File: src/rtl/n101_qspi_pkg.sv
// Shared widths and arbiter state encoding for the n101 QSPI blocks.
package n101_qspi_pkg;

    localparam int QSPI_TX_W    = 8;
    localparam int QSPI_CNT_W   = 8;
    localparam int QSPI_PROTO_W = 2;

    typedef enum logic {
        ARB_OWN    = 1'b0,
        ARB_SWITCH = 1'b1
    } arb_state_t;

endpackage

File: src/rtl/n101_qspi_rr_pick.sv
// Rotate-priority picker: finds the first requester after the current owner,
// wrapping modulo N. The owner itself is never reported as found.
module n101_qspi_rr_pick #(
    parameter int N    = 2,
    parameter int SELW = 3
) (
    input  logic [N-1:0]    req,
    input  logic [SELW-1:0] owner,
    output logic            found,
    output logic [SELW-1:0] index
);

    int pos;

    // Walk from the farthest ring position back to owner+1 so the nearest requester wins
    always_comb begin
        found = 1'b0;
        index = owner;
        pos   = 0;
        for (int k = N - 1; k >= 1; k--) begin
            pos = int'(owner) + k;
            if (pos >= N) begin
                pos = pos - N;
            end
            for (int j = 0; j < N; j++) begin
                if ((j == pos) && req[j]) begin
                    found = 1'b1;
                    index = SELW'(j);
                end
            end
        end
    end

endmodule

File: src/rtl/n101_qspi_arbiter_nch.sv
// N-channel QSPI arbiter: muxes one of N inner frontends onto the outer
// serialiser, with software-select or round-robin ownership and a one-cycle
// SWITCH state that drains the link and pulses cs_clear between owners.
module n101_qspi_arbiter_nch
    import n101_qspi_pkg::*;
#(
    parameter int N            = 2,
    parameter int SELW         = 3,
    parameter int LOCK_TIMEOUT = 0
) (
    input  logic                      clock,
    input  logic                      reset_n,
    input  logic                      io_mode,
    input  logic [SELW-1:0]           io_sel,
    input  logic [N-1:0]              io_inner_tx_valid,
    input  logic [QSPI_TX_W*N-1:0]    io_inner_tx_bits,
    input  logic [QSPI_CNT_W*N-1:0]   io_inner_cnt,
    input  logic [QSPI_PROTO_W*N-1:0] io_inner_fmt_proto,
    input  logic [N-1:0]              io_inner_fmt_endian,
    input  logic [N-1:0]              io_inner_fmt_iodir,
    input  logic [N-1:0]              io_inner_cs_set,
    input  logic [N-1:0]              io_inner_cs_clear,
    input  logic [N-1:0]              io_inner_cs_hold,
    input  logic [N-1:0]              io_inner_lock,
    output logic [N-1:0]              io_inner_tx_ready,
    output logic [N-1:0]              io_inner_rx_valid,
    output logic [QSPI_TX_W-1:0]      io_inner_rx_bits,
    output logic [N-1:0]              io_inner_active,
    input  logic                      io_outer_tx_ready,
    output logic                      io_outer_tx_valid,
    output logic [QSPI_TX_W-1:0]      io_outer_tx_bits,
    input  logic                      io_outer_rx_valid,
    input  logic [QSPI_TX_W-1:0]      io_outer_rx_bits,
    output logic [QSPI_CNT_W-1:0]     io_outer_cnt,
    output logic [QSPI_PROTO_W-1:0]   io_outer_fmt_proto,
    output logic                      io_outer_fmt_endian,
    output logic                      io_outer_fmt_iodir,
    output logic                      io_outer_cs_set,
    output logic                      io_outer_cs_clear,
    output logic                      io_outer_cs_hold,
    input  logic                      io_outer_active,
    output logic [SELW-1:0]           io_owner,
    output logic                      io_switching
);

    arb_state_t            state, state_nxt;
    logic [SELW-1:0]       owner, owner_nxt;
    logic [SELW-1:0]       pend, pend_nxt;
    logic [SELW-1:0]       cand;
    logic [SELW-1:0]       pick_index;
    logic                  pick_found;
    logic [N-1:0]          sel;
    logic                  lock;
    logic                  expired;
    logic                  switch_go;
    logic                  in_switch;

    logic                    mux_tx_valid;
    logic [QSPI_TX_W-1:0]    mux_tx_bits;
    logic [QSPI_CNT_W-1:0]   mux_cnt;
    logic [QSPI_PROTO_W-1:0] mux_proto;
    logic                    mux_endian;
    logic                    mux_iodir;
    logic                    mux_cs_set;
    logic                    mux_cs_clear;
    logic                    mux_cs_hold;

    n101_qspi_rr_pick #(
        .N    (N),
        .SELW (SELW)
    ) u_rr_pick (
        .req   (io_inner_tx_valid),
        .owner (owner),
        .found (pick_found),
        .index (pick_index)
    );

    // Expand the owner index into a one-hot channel select
    always_comb begin
        sel = '0;
        for (int i = 0; i < N; i++) begin
            sel[i] = (owner == SELW'(i));
        end
    end

    // AND-OR mux of the selected channel's fields onto the outer link
    always_comb begin
        mux_tx_valid = 1'b0;
        mux_tx_bits  = '0;
        mux_cnt      = '0;
        mux_proto    = '0;
        mux_endian   = 1'b0;
        mux_iodir    = 1'b0;
        mux_cs_set   = 1'b0;
        mux_cs_clear = 1'b0;
        mux_cs_hold  = 1'b0;
        for (int i = 0; i < N; i++) begin
            if (sel[i]) begin
                mux_tx_valid = mux_tx_valid | io_inner_tx_valid[i];
                mux_tx_bits  = mux_tx_bits  | io_inner_tx_bits[QSPI_TX_W*i +: QSPI_TX_W];
                mux_cnt      = mux_cnt      | io_inner_cnt[QSPI_CNT_W*i +: QSPI_CNT_W];
                mux_proto    = mux_proto    | io_inner_fmt_proto[QSPI_PROTO_W*i +: QSPI_PROTO_W];
                mux_endian   = mux_endian   | io_inner_fmt_endian[i];
                mux_iodir    = mux_iodir    | io_inner_fmt_iodir[i];
                mux_cs_set   = mux_cs_set   | io_inner_cs_set[i];
                mux_cs_clear = mux_cs_clear | io_inner_cs_clear[i];
                mux_cs_hold  = mux_cs_hold  | io_inner_cs_hold[i];
            end
        end
    end

    assign in_switch = (state == ARB_SWITCH);
    assign lock      = |(sel & io_inner_lock);

    // During SWITCH the link is drained: no tx, chip select forced to clear
    assign io_outer_tx_valid   = mux_tx_valid & ~in_switch;
    assign io_outer_tx_bits    = mux_tx_bits;
    assign io_outer_cnt        = mux_cnt;
    assign io_outer_fmt_proto  = mux_proto;
    assign io_outer_fmt_endian = mux_endian;
    assign io_outer_fmt_iodir  = mux_iodir;
    assign io_outer_cs_set     = mux_cs_set & ~in_switch;
    assign io_outer_cs_clear   = mux_cs_clear | in_switch;
    assign io_outer_cs_hold    = mux_cs_hold & ~in_switch;

    assign io_inner_tx_ready = {N{io_outer_tx_ready & ~in_switch}} & sel;
    assign io_inner_rx_valid = {N{io_outer_rx_valid}} & sel;
    assign io_inner_active   = {N{io_outer_active}} & sel;
    assign io_inner_rx_bits  = io_outer_rx_bits;

    assign io_owner     = owner;
    assign io_switching = in_switch;

    // Candidate owner: software index (out-of-range keeps owner) or next RR requester
    always_comb begin
        cand = owner;
        if (io_mode) begin
            if (pick_found) begin
                cand = pick_index;
            end
        end else if (int'(io_sel) < N) begin
            cand = io_sel;
        end
    end

    // Owner-switch FSM next-state: leave OWN only when the link is idle and unlocked
    always_comb begin
        state_nxt = state;
        owner_nxt = owner;
        pend_nxt  = pend;
        switch_go = 1'b0;
        case (state)
            ARB_OWN: begin
                if ((cand != owner) && !io_outer_active &&
                    (!lock || (io_mode && expired))) begin
                    state_nxt = ARB_SWITCH;
                    pend_nxt  = cand;
                    switch_go = 1'b1;
                end
            end
            ARB_SWITCH: begin
                state_nxt = ARB_OWN;
                owner_nxt = pend;
            end
            default: begin
                state_nxt = ARB_OWN;
            end
        endcase
    end

    // FSM state, owner and pending-owner registers
    always_ff @(posedge clock or negedge reset_n) begin
        if (!reset_n) begin
            state <= ARB_OWN;
            owner <= '0;
            pend  <= '0;
        end else begin
            state <= state_nxt;
            owner <= owner_nxt;
            pend  <= pend_nxt;
        end
    end

    if (LOCK_TIMEOUT > 0) begin : g_timeout
        localparam logic [15:0] TO_LIMIT = 16'(LOCK_TIMEOUT);
        logic [15:0] to_cnt;
        logic        other_req;

        assign other_req = |(io_inner_tx_valid & ~sel);
        assign expired   = (to_cnt == TO_LIMIT);

        // Saturating starvation counter, cleared whenever the starvation condition lapses
        always_ff @(posedge clock or negedge reset_n) begin
            if (!reset_n) begin
                to_cnt <= '0;
            end else if ((state == ARB_OWN) && !switch_go && io_mode && lock && other_req) begin
                if (to_cnt != TO_LIMIT) begin
                    to_cnt <= to_cnt + 16'd1;
                end
            end else begin
                to_cnt <= '0;
            end
        end
    end else begin : g_no_timeout
        assign expired = 1'b0;
    end

endmodule

File: config.mk
export PLATFORM = sky130hd
export DESIGN_NAME = n101_qspi_arbiter_nch
export DESIGN_NICKNAME = d
export VERILOG_FILES = /design/src/rtl/n101_qspi_pkg.sv /design/src/rtl/n101_qspi_rr_pick.sv /design/src/rtl/n101_qspi_arbiter_nch.sv
export SDC_FILE = /design/constraint.sdc
export NUM_CORES = 1
export LEC_CHECK = 0
export BUFFER_PORTS_ARGS = -buffer_cell sky130_fd_sc_hd__buf_2
export CAP_MARGIN = 20
export CORE_UTILIZATION = 33
export CTS_CLUSTER_SIZE = 30
export DETAILED_ROUTE_END_ITERATION = 16
export MAX_ROUTING_LAYER = met4
export PLACE_DENSITY = 0.85
export SETUP_SLACK_MARGIN = 0.4
export SKIP_LAST_GASP = 1
export SLEW_MARGIN = 20
export SYNTH_ARGS = -nofsm -noshare
export SYNTH_HDL_FRONTEND = slang
export SYNTH_SLANG_ARGS = --single-unit
File: constraint.sdc
create_clock -name clock -period 3.4 [get_ports clock]
set_input_delay 0.17 -clock clock [delete_from_list [all_inputs] [get_ports clock]]
set_output_delay 0.17 -clock clock [all_outputs]
set_load 0.02 [all_outputs]
### Word-level counts from Yosys, hierarchy flattened

Index checks and enable logic that the tools add are counted.

* register bits: 7
* bits of input ports: 67
* output and inout bits: 42
* word-level logic and storage cells: 67

* add/subtract/negate cells: 2
* order comparisons: 2
* equal/unequal tests: 3
* multiplexer cells: 28
* bitwise operators: 19
* reduce and logical (&&, ||, !) cells: 10

Operators with widths (count)
* 2-bit by 32-bit == test with 1-bit output, first input constant: 1
* 32-bit by 3-bit greater-or-equal comparator with 1-bit output, second input constant: 1
* 32-bit zero test: 1
* 32-bit 2-to-1 mux: 1
* 8-bit 2-to-1 mux: 4
* 32-bit by 3-bit subtractor with 32-bit output, second input constant: 1
* 8-bit OR: 2
* 1-bit 2-to-1 mux: 15
* 3-bit 2-to-1 mux: 5
* 2-bit AND: 4
* 1-bit OR: 7
* 3-bit by 1-bit adder with 4-bit output, second input constant: 1
* 1-bit AND: 4
* 1-bit logical AND: 4
* 2-bit 2-to-1 mux: 2
* 3-bit by 1-bit == test with 1-bit output, second input constant: 1
* 3-bit zero test: 1
* 3-bit by 2-bit < comparator with 1-bit output, second input constant: 1
* 3-bit != test: 1
* 1-bit zero test: 2
* 2-bit OR: 1
* 1-bit case mux with 2 select lines: 1
* 2-bit AND reduction: 1
* 2-bit OR reduction: 1
* 1-bit NOT: 1

### Longest topological paths before layout

Gate-level depths: netlist of run 1.

* depth after elaboration: 14
* gate-level depth with buffers: 11
* gate-level depth less buffers: 11

### Modules after synthesis

Synthesis of run 1 repeated with hierarchy kept, for this count alone.

* cell total of the unflattened synthesis: 115
* area, all modules: 1069.8 µm²

Modules (own cells, without submodules)
* n101_qspi_arbiter_nch: instances 1, cells each 85, area an instance 854.6 µm², sequential area each 175.2 µm²
* n101_qspi_rr_pick: instances 1, cells each 30, area an instance 215.2 µm², sequential area each 0.0 µm²

### Worst setup path after synthesis of run 1

No wires, ideal clock.

* path type: register -> register
* start: reg owner[0] (netlist: io_owner[0])
* end: reg pend[0]
* setup time: 0.125 ns
* data arrival time: 2.902 ns
* required time: 3.275 ns
* setup slack: 0.373 ns
* cell stages (with the launch flop): 12
* path buffers: 0
* clock period less this slack: 3.027 ns
* cells stage by stage: dfrtp_1 > inv_1 > ha_1 > inv_1 > ha_1 > ha_1 > and3b_1 > and3_1 > o211ai_1 > a32o_2 > a2111oi_4 > mux2_4

* longest elaborated chain between the ends: 13
* elaborated cells between the ends (all ways): 24
* those cells by class: add/sub: 2; order compare: 1; eq/ne: 3; mux: 8; bitwise: 1; reduce/logical: 9

RTL lines
* start, declared: line n101_qspi_arbiter_nch.sv:47 `logic [SELW-1:0] owner, owner_nxt;`
* start signal, assigned: line n101_qspi_arbiter_nch.sv:179 `owner <= owner_nxt;`
* 3-bit by 1-bit adder with 4-bit output: line n101_qspi_rr_pick.sv:21 `pos = int'(owner) + k;`
* 32-bit by 3-bit subtractor with 32-bit output or 32-bit by 3-bit greater-or-equal comparator with 1-bit output (tied branches): line n101_qspi_rr_pick.sv:23, n101_qspi_rr_pick.sv:22
* 32-bit 2-to-1 mux: line n101_qspi_rr_pick.sv:22 `if (pos >= N) begin`
* 32-bit zero test: line n101_qspi_rr_pick.sv:26 `if ((j == pos) && req[j]) begin`
* 1-bit logical AND: line n101_qspi_rr_pick.sv:26
* 3-bit 2-to-1 mux or 1-bit 2-to-1 mux (tied branches) (2 in a row): line n101_qspi_rr_pick.sv:26
* 3-bit 2-to-1 mux: line n101_qspi_arbiter_nch.sv:138 `if (pick_found) begin`
* 3-bit 2-to-1 mux: line n101_qspi_arbiter_nch.sv:137 `if (io_mode) begin`
* 3-bit != test: line n101_qspi_arbiter_nch.sv:154 `if ((cand != owner) && !io_outer_active &&`
* 1-bit logical AND (2 in a row): line n101_qspi_arbiter_nch.sv:154
* 2-bit AND reduction (no line)
* end signal, assigned: line n101_qspi_arbiter_nch.sv:180 `pend <= pend_nxt;`
* end, declared: line n101_qspi_arbiter_nch.sv:48 `logic [SELW-1:0] pend, pend_nxt;`

Several ways; a longest one is shown, not always the timed one.
A chain may end at the register's enable or synchronous reset.

### Worst setup path in the final report of run 1

* start: reg owner[1] (netlist: io_owner[1])
* end: reg pend[0]

Same word-level chain as after synthesis.

==> results of run 1 <==
==> stage by stage <==
step / setup slack, ns / hold WS [ns]
6_report: 0.509 / 0.151
3_5_place_dp: 0.349 / 0.00722
5_1_grt: 0.378 / 0.144
2_1_floorplan: 0.448 / -0.126
3_3_place_gp: 0.442 / 0.00384
4_1_cts: 0.448 / 0.146
==> Yosys cell counts (all sizes together) (2+ instances only) <==
cell    count  area (um^2)
clkbuf      4         15.0
nand2       4         15.0
nor2b       2         12.5
a22oi       3         22.5
buf        12         82.6
and2        5         33.8
nor2        7         26.3
and3b       3         26.3
inv         4         15.0
dfrtp       7          175
a21oi       3         18.8
mux2        2         26.3
a22o       21          184
nand3       2         10.0
o21ai       4         20.0
and2b       3         26.3
ha          5         62.6
==> timing repair <==
| action | 4_1_cts | 5_1_grt |
|---|---|---|
| gates resized for setup | 1 | 4 |
| setup buffers | 2 | 3 |
| hold buffers | 1 | 0 |
| endpoints found under the setup margin | 1 | 2 |
| pin swaps | 0 | 1 |
| endpoints found under the hold margin | 7 | 0 |
==> power groups by stage <==
stage          clock (W)  sequential, W  combinational (W)
3_3_place_gp           0       0.000125           0.000637
3_5_place_dp           0       0.000125           0.000642
4_1_cts        0.0000763       0.000116           0.000678
6_report       0.0000734       0.000117           0.000685
2_1_floorplan          0       0.000125           0.000467
5_1_grt        0.0000827       0.000119           0.000750
==> per-layer routing <==
layer | GRT usage, % | part of all wire (%)
met5 | - | 0
met4 | 9.40 | 1.5
met3 | 3.61 | 7.8
met2 | 29.7 | 50
met1 | 23.5 | 41
==> flip-flops by register name (all words and copies together) (netlist names) <==
register / count
pend: 3
io_owner: 3
io_switching: 1
==> layout make-up <==
class	count	area share [%]
inverter	4	1.08
sequential	7	12.7
multi-input combinational	78	45.2
timing repair buffer	98	36.4
tap	30	2.69
clock buffer	4	1.89
==> worst max path at each step <==
stage,end,cells past startpoint
after global placement,pend[0]$_DFFE_PN0P_,11
after floorplan,pend[0]$_DFFE_PN0P_,11
after detailed placement,pend[0]$_DFFE_PN0P_,11
after global routing,pend[0]$_DFFE_PN0P_,11
after CTS,pend[0]$_DFFE_PN0P_,11
final,pend[0]$_DFFE_PN0P_,11
==> cell families (layout without fill, tap and decap cells) <==
| logic type | count (synthesis) | count (layout) |
|---|---|---|
| buf+inv | 20 | 106 |
| simple gates | 29 | 29 |
| fa+ha+maj | 5 | 5 |
| xor+xnor | 1 | 1 |
| flops | 7 | 7 |
| compound gates | 40 | 40 |
| mux | 3 | 3 |
==> flow_summary_export.csv, run 1 <==
group,metric,value,unit
outcome,outcome,"completed",
final_layout,mostFrequentLayoutCell,"buf_2",
timing,relSlewSlack,68.0,%
power_and_ir_drop,power_density,628,nW/um^2
synth,avgSynthCellArea,8.59,um^2
placement,placed_area,1300,um^2
final_layout,fin_area,1390,um^2
setup_path,startpoint,"io_owner[1]$_DFFE_PN0P_",
setup_path,cp_top_family,"compound AO/OA/AOI/OAI gates",
clocking,cts_htree_levels,1,
power_and_ir_drop,p_seq_share,13.4,%
power_and_ir_drop,power.total,0.000875,W
setup_path,path_max_fanout,6,
power_and_ir_drop,power.internal,0.000423,W
route,via_count,1130,
synth,yosys_warnings,0,
synth,syn_area,902,um^2
route,ant_nets,0,
clocking,max-clock-path-buffers,2,
power_and_ir_drop,p_leak,0.765,nW
floorplanning,ioPinCount,109,
floorplanning,rows,18,
floorplanning,coreArea,2520,um^2
synth,synthAdderAreaFrac,6.93,%
timing,worst_pin_slew,0.479,ns
setup_path,worstPathRequired,3.53,ns
final_layout,area_delta_synth_final,54.5,%
route,first_pass_iters,4,
final_layout,final_util,55.3,%
floorplanning,dieArea,2950,um^2
hold_path,hp-class,"input port to register",
floorplanning,start_util,35.8,%
flow_run,max-cap-violations,0,
setup_path,critPathCaptureType,"register",
power_and_ir_drop,peakVddDrop,0.436,mV
setup_path,cp_num_buf_inv,2,
global_routing,grt_first_pass_wirelength,3920,um
final_layout,drive_gt1_share,60.2,%
setup_path,rr_startpoint,"io_owner[1]$_DFFE_PN0P_",
synth,synth_fp_nets,177,
synth,synthArstFlopShare,100,%
timing,rsz0062_at_grt,"no",
global_routing,overflow,0,
clocking,cts_tree,"yes",
hold_path,hold_depth,2,
synth,syn_inst,105,
timing,finClkSkew,0.00233,ns
global_routing,grt_max_degree,29,
power_and_ir_drop,p_switching,0.000451,W
placement,placed_cells,211,
setup_path,cp-start-kind,"register",
timing,maxClockFrequency,0.346,GHz
floorplanning,die_h,54.3,um
timing,fin_crit,2.89,ns
synth,synth_top_family_by_area,"compound AO/OA/AOI/OAI gates",
power_and_ir_drop,pwr-share-clk,8.4,%
setup_path,crit_chain,"inv_1 > ha_4 > inv_1 > ha_1 > ha_1 > and3b_1 > and3_1 > o21ai_1 > a31o_2 > a2111oi_4 > mux2_4",
synth,synth_edf_count,0,
synth,synth_cell_types,36,
route,drc,0,
placement,dp_hpwl,2250,um
synth,synth-simple-area-share,18.7,%
setup_path,cp_slowest_cell,"a2111oi_4",
synth,synth_compound_area_share,37.4,%
route,drt_wl_total,2930,um
floorplanning,die_w,54.3,um
synth,ys_seq_area_share,19.4,%
hold_path,min_from,"io_outer_active",
hold_path,worstHoldEndpoint,"io_switching$_DFF_PN0_",
setup_path,reg2reg_depth,11,
synth,ys_ff_latch,7,
final_layout,finalNonFillerCells,221,
setup_path,critPathMaxStageDelay,0.43,ns
clocking,cts_sinks,7,
global_routing,antenna_found_initial,0,
timing,hold_viol_final,0,
final_layout,nets,264,
route,vias_per_cell,5.11,
route,wl_per_cell,13.2,um
final_layout,diodes,0,
placement,gp_congestion,0.831,
placement,portBuffers,92,
clocking,cts.root.buffer_cell,"clkbuf_4",
global_routing,grt_usage,19.1,%
final_layout,regArea,178,um^2
global_routing,grt_pass1_vias,876,
clocking,numCtsBuffers,3,
power_and_ir_drop,switching_share,51.6,%
timing,min_period_over_period,85.0,%
clocking,insertion_delay,0.25,ns
final_layout,multiInputGateArea,629,um^2
clocking,path_clk_slew,0.05,ns
synth,synth.area.mux_share,4.02,%
setup_path,worstPathArrival,3.02,ns
synth,synthXorXnorAreaFrac,0.971,%
route,drtIter0Drc,20,
timing,slew_violations,0,
setup_path,path_class,"register to register",
synth,synth_ff_type,"dfrtp_1",
setup_path,rr_endpoint,"pend[0]$_DFFE_PN0P_",
setup_path,r2r_setup_slack,0.51,ns
timing,finalSetupViolCount,0,
final_layout,fillers,260,
final_layout,layout_common_cells,"buf_2 (92), a22o_1 (21), nor2_1 (7), dfrtp_1 (5), buf_4 (5)",
power_and_ir_drop,power_frac_comb,78.3,%
timing,tns,0,ns
Note: power is estimated with default switching activity, not from simulation.
==> run 2: changes to the inputs <==
--- a/constraint.sdc
+++ b/constraint.sdc
@@ -3,2 +3,2 @@
 set_output_delay 0.17 -clock clock [all_outputs]
-set_load 0.02 [all_outputs]
+set_load 0.005 [all_outputs]
==> flow_summary_export.csv, run 2 (synthesis gave the netlist of run 1 again) <==
group,metric,value,unit
power_and_ir_drop,p_leak,0.760,nW
final_layout,final_util,55.0,%
floorplanning,start_util,35.8,%
timing,worst_pin_slew,0.483,ns
route,first_pass_iters,5,
clocking,max-clock-path-buffers,2,
route,drt_wl_total,2880,um
placement,portBuffers,92,
final_layout,area_delta_synth_final,53.7,%
clocking,cts_htree_levels,1,
power_and_ir_drop,power.total,0.000721,W
global_routing,grt_usage,18.1,%
setup_path,path_max_fanout,6,
route,wl_per_cell,13.1,um
route,via_count,1109,
floorplanning,die_h,54.3,um
clocking,cts_tree,"yes",
route,drtIter0Drc,19,
floorplanning,ioPinCount,109,
placement,gp_congestion,0.908,
timing,finalSetupViolCount,0,
route,ant_nets,0,
clocking,path_clk_slew,0.05,ns
power_and_ir_drop,peakVddDrop,0.339,mV
setup_path,worstPathRequired,3.53,ns
global_routing,grt_max_degree,29,
timing,slew_violations,0,
setup_path,worstPathArrival,2.98,ns
outcome,outcome,"completed",
global_routing,grt_first_pass_wirelength,3740,um
floorplanning,coreArea,2520,um^2
setup_path,path_class,"register to register",
final_layout,diodes,0,
global_routing,antenna_found_initial,0,
setup_path,critPathCaptureType,"register",
flow_run,max-cap-violations,0,
clocking,cts.root.buffer_cell,"clkbuf_4",
clocking,insertion_delay,0.25,ns
timing,tns,0,ns
final_layout,drive_gt1_share,60.5,%
final_layout,fillers,272,
placement,dp_hpwl,2290,um
placement,placed_area,1300,um^2
final_layout,nets,263,
final_layout,mostFrequentLayoutCell,"buf_2",
timing,min_period_over_period,83.8,%
route,vias_per_cell,5.04,
floorplanning,die_w,54.3,um
power_and_ir_drop,power_density,520,nW/um^2
hold_path,hp-class,"input port to register",
timing,relSlewSlack,67.8,%
final_layout,layout_common_cells,"buf_2 (92), a22o_1 (21), nor2_1 (7), dfrtp_1 (5)",
floorplanning,rows,18,
timing,rsz0062_at_grt,"no",
route,drc,0,
setup_path,cp-start-kind,"register",
timing,maxClockFrequency,0.351,GHz
floorplanning,dieArea,2950,um^2
global_routing,grt_pass1_vias,847,
final_layout,multiInputGateArea,629,um^2
timing,fin_crit,2.85,ns
final_layout,regArea,178,um^2
timing,finClkSkew,0.00417,ns
timing,hold_viol_final,0,
global_routing,overflow,0,
final_layout,fin_area,1390,um^2
clocking,numCtsBuffers,3,
clocking,cts_sinks,7,
-- run 2: cell count changes in the layout (fill, tap and decap cells not counted) --
cell | before | now
inv_2 | 1 | 2
buf_4 | 5 | 4
inv_1 | 3 | 2
-- run 2: final timing paths --
check,startpoint,cells past startpoint,to,slack (ns)
worst max-delay path,io_owner[1]$_DFFE_PN0P_,11,pend[0]$_DFFE_PN0P_,0.55
worst max register to register,io_owner[1]$_DFFE_PN0P_,11,pend[0]$_DFFE_PN0P_,0.55
max in group asynchronous,reset_n,2,io_owner[0]$_DFFE_PN0P_,2.96
worst min-delay path,io_outer_active,3,pend[1]$_DFFE_PN0P_,0.25
worst min register to register,pend[1]$_DFFE_PN0P_,2,io_owner[1]$_DFFE_PN0P_,0.48
min in group asynchronous,reset_n,2,io_owner[2]$_DFFE_PN0P_,0.28
-- run 2: cell type report --
class | instances | area share, %
clock buffer | 4 | 1.90
inverter | 4 | 1.08
multi-input combinational | 78 | 45.4
tap | 30 | 2.71
sequential | 7 | 12.8
timing repair buffer | 97 | 36.1
-- run 2: power by group --
group / internal, W / switching [W]
Sequential: 0.0000979 / 0.0000186
Clock: 0.0000447 / 0.0000285
Combinational: 0.000277 / 0.000255
-- run 2: per-layer routing --
layer  part of all wire [%]  global-route usage [%]  wire, um
met5                      0                       -         0
met4                   0.52                    6.41        15
met3                    6.3                    3.33       182
met2                     52                    29.5      1500
met1                     41                    22.2      1190
-- run 2: per-stage QoR --
| step | cells | setup WS (ns) | hold slack, ns |
|---|---|---|---|
| after floorplan | 105 | 0.487 | -0.126 |
| after global placement | 211 | 0.355 | 0.00364 |
| after detailed placement | 211 | 0.261 | 0.00916 |
| after CTS | 218 | 0.425 | 0.149 |
| after global routing | 220 | 0.420 | 0.242 |
| final | 220 | 0.550 | 0.249 |
-- run 2: repair_timing --
item,CTS,global route
setup buffers,2,2
setup endpoints to repair,2,2
resized for setup,2,5
pin swaps,1,1
hold endpoints to repair,7,0
hold buffers,1,0
-- run 2: worst max-delay path, cell delays in order (launching register included) --
cell and delay [ns]:
dfrtp_2 0.40, inv_2 0.07, ha_4 0.30, inv_1 0.05
ha_1 0.17, ha_1 0.26, and3b_1 0.19, and3_1 0.18
o211ai_1 0.09, a32o_2 0.26, a2111oi_4 0.44, mux2_4 0.33
==> run 3: changes to the inputs <==
- ABC_AREA: unset -> 1
- CORE_UTILIZATION: 33 -> 32
- clock period: 3.4 -> 2.9 ns (I/O delays scaled with it)
==> flow_summary_export.csv, run 3 <==
group,metric,value,unit
outcome,outcome,"completed",
hold_path,worstHoldEndpoint,"pend[0]$_DFFE_PN0P_",
global_routing,antenna_found_initial,0,
power_and_ir_drop,p_seq_share,13.5,%
floorplanning,die_w,53.8,um
floorplanning,coreArea,2500,um^2
route,drc,0,
hold_path,hp-class,"input port to register",
final_layout,area_delta_synth_final,60.1,%
route,wl_per_cell,11.7,um
timing,fin_ws,0.588,ns
synth,ys_seq_area_share,20.4,%
clocking,max-clock-path-buffers,2,
placement,portBuffers,92,
setup_path,rr_endpoint,"pend[2]$_DFFE_PN0P_",
route,drtIter0Drc,8,
setup_path,path_class,"register to register",
route,ant_nets,0,
clocking,path_clk_slew,0.05,ns
power_and_ir_drop,peakVddDrop,0.617,mV
power_and_ir_drop,power_density,995,nW/um^2
timing,worst_pin_slew,0.467,ns
route,drt_wl_total,2790,um
synth,yosysMostFrequentCell,"nand2_1",
placement,pre_cts_ws,0.486,ns
final_layout,layout_common_cells,"buf_2 (92), nand2_1 (24), a22o_1 (20), inv_1 (12)",
floorplanning,ioPinCount,109,
final_layout,finalNonFillerCells,239,
synth,ys_ff_latch,7,
global_routing,grt_max_degree,26,
global_routing,grt_pass1_vias,913,
setup_path,rr_startpoint,"io_owner[0]$_DFFE_PN0P_",
power_and_ir_drop,p_switching,0.000674,W
final_layout,mostFrequentLayoutCell,"buf_2",
timing,rsz0062_at_grt,"no",
flow_run,max-cap-violations,0,
setup_path,cp_slowest_cell,"dfrtp_2",
clocking,numCtsBuffers,3,
final_layout,fillers,252,
setup_path,worstPathRequired,3.04,ns
placement,placed_cells,232,
route,via_count,1163,
clocking,cts.root.buffer_cell,"clkbuf_4",
route,vias_per_cell,4.87,
timing,slew_violations,0,
final_layout,fin_area,1370,um^2
synth,synth_fp_nets,194,
timing,fin_crit,2.31,ns
setup_path,cp_top_family,"simple AND/OR/NAND/NOR gates",
setup_path,critPathMaxStageDelay,0.47,ns
floorplanning,start_util,34.3,%
synth,syn_inst,122,
clocking,cts_sinks,7,
timing,min_period_over_period,79.7,%
synth,synth_edf_count,0,
power_and_ir_drop,power.internal,0.000692,W
floorplanning,rows,18,
hold_path,min_from,"io_inner_lock[0]",
global_routing,grt_usage,18.9,%
clocking,cts_htree_levels,1,
placement,gp_congestion,0.844,
synth,synth_top_area_cell,"a22o_1",
synth,synth_area_leaders,"a22o_1 (20%), dfrtp_1 (20%), nand2_1 (11%)",
timing,maxClockFrequency,0.433,GHz
timing,tns,0,ns
placement,dp_hpwl,2290,um
setup_path,cp-start-kind,"register",
synth,synth_top_area_share,20.4,%
setup_path,crit_chain,"inv_4 > ha_4 > inv_1 > ha_1 > ha_1 > and3_4 > nand4_2 > nand2_1 > nand3_2 > nand2_2 > nand2_1 > nand2_1 > nand2_1 > nand2_2 > inv_2 > nor2_2",
synth,yosys_warnings,0,
timing,finalSetupViolCount,0,
setup_path,worstPathArrival,2.45,ns
synth,avgSynthCellArea,7.03,um^2
placement,placed_area,1280,um^2
timing,finClkSkew,0.00199,ns
final_layout,multiInputGateArea,573,um^2
timing,relSlewSlack,68.8,%
final_layout,diodes,0,
setup_path,r2r_setup_slack,0.59,ns
timing,hold_viol_final,0,
synth,synth_common_cells,"nand2_1 (25), a22o_1 (20), inv_1 (13)",
synth,synth_ff_type,"dfrtp_1",
power_and_ir_drop,switching_share,49.4,%
global_routing,grt_first_pass_wirelength,3830,um
power_and_ir_drop,p_leak,0.849,nW
floorplanning,die_h,53.8,um
setup_path,reg2reg_depth,16,
clocking,cts_tree,"yes",
route,first_pass_iters,4,
clocking,insertion_delay,0.25,ns
global_routing,overflow,0,
hold_path,hold_depth,4,
floorplanning,dieArea,2890,um^2
final_layout,drive_gt1_share,56.0,%
power_and_ir_drop,pwr-share-clk,6.4,%
setup_path,critPathCaptureType,"register",
synth,synth_cell_types,24,
synth,syn_area,857,um^2
synth,synthArstFlopShare,100,%
power_and_ir_drop,power_frac_comb,80.2,%
final_layout,regArea,176,um^2
setup_path,cpMostUsedCell,"nand2_1",
setup_path,path_max_fanout,8,
setup_path,cp_num_buf_inv,3,
final_layout,nets,282,
-- run 3: kinds of logic after synthesis --
| logic type | share of synthesized area (%) |
|---|---|
| and+or+nand+nor | 27.4 |
| DFF | 20.4 |
| adders and majority gates | 7.30 |
| buffers and inverters | 16.8 |
| AOI/OAI and AO/OA | 28.0 |
-- run 3: what timing repair did --
| action | 4_1_cts | 5_1_grt |
|---|---|---|
| buffers inserted | 0 | 2 |
| hold buffers | 1 | 0 |
| endpoints found under the setup margin | 0 | 4 |
| gates resized for setup | 0 | 8 |
| hold endpoints to repair | 7 | 0 |
-- run 3: final cells by class --
cell class	count	area share, %
inverters	17	4.83
flip-flops and latches	7	12.9
multi-input cells	85	41.8
clock buffers	4	1.91
repair buffers	96	35.9
well taps	30	2.73
-- run 3: worst reg2reg max path: stages, from the launching register on --
cell and delay, ns:
dfrtp_2 0.47, inv_4 0.06, ha_4 0.27, inv_1 0.07, ha_1 0.18, ha_1 0.30
and3_4 0.18, nand4_2 0.09, nand2_1 0.07, nand3_2 0.09, nand2_2 0.05, nand2_1 0.07
nand2_1 0.05, nand2_1 0.08, nand2_2 0.06, inv_2 0.09, nor2_2 0.03
-- run 3: power by group through the flow --
| stage | clock network, W | registers [W] | logic [W] |
|---|---|---|---|
| 2_1_floorplan | 0 | 0.000161 | 0.000678 |
| 3_3_place_gp | 0 | 0.000183 | 0.00103 |
| 3_5_place_dp | 0 | 0.000183 | 0.00105 |
| 4_1_cts | 0.0000918 | 0.000182 | 0.00105 |
| 5_1_grt | 0.0000983 | 0.000192 | 0.00126 |
| 6_report | 0.0000868 | 0.000184 | 0.00109 |
-- run 3: layer usage --
layer / track usage (%) / vias to the layer above / share of wire [%]
met4: 9.21 / 0 / 1.1
met3: 1.98 / 6 / 9.8
met5: - / - / 0
met2: 32.5 / 56 / 49
met1: 21.5 / 517 / 40
li1: - / 584 / -
-- run 3: stage by stage --
step	util (%)	power (W)	hold WS (ns)
final	54.9	0.00137	0.232
after global placement	51.4	0.00121	-0.0171
after floorplan	-	0.000839	-0.151
after detailed placement	51.4	0.00123	-0.0131
after CTS	52.9	0.00133	0.217
after global routing	54.9	0.00155	0.241
-- run 3: worst max path at each step --
stage                                  from                   to  slack [ns]  cells past startpoint
floorplan           io_owner[0]$_DFFE_PN0P_  pend[1]$_DFFE_PN0P_        0.65                     16
global placement    io_owner[0]$_DFFE_PN0P_  pend[2]$_DFFE_PN0P_        0.58                     16
detailed placement  io_owner[0]$_DFFE_PN0P_  pend[2]$_DFFE_PN0P_        0.49                     16
CTS                 io_owner[0]$_DFFE_PN0P_  pend[1]$_DFFE_PN0P_        0.47                     16
global route        io_owner[0]$_DFFE_PN0P_  pend[2]$_DFFE_PN0P_        0.39                     16
finish              io_owner[0]$_DFFE_PN0P_  pend[2]$_DFFE_PN0P_        0.59                     16
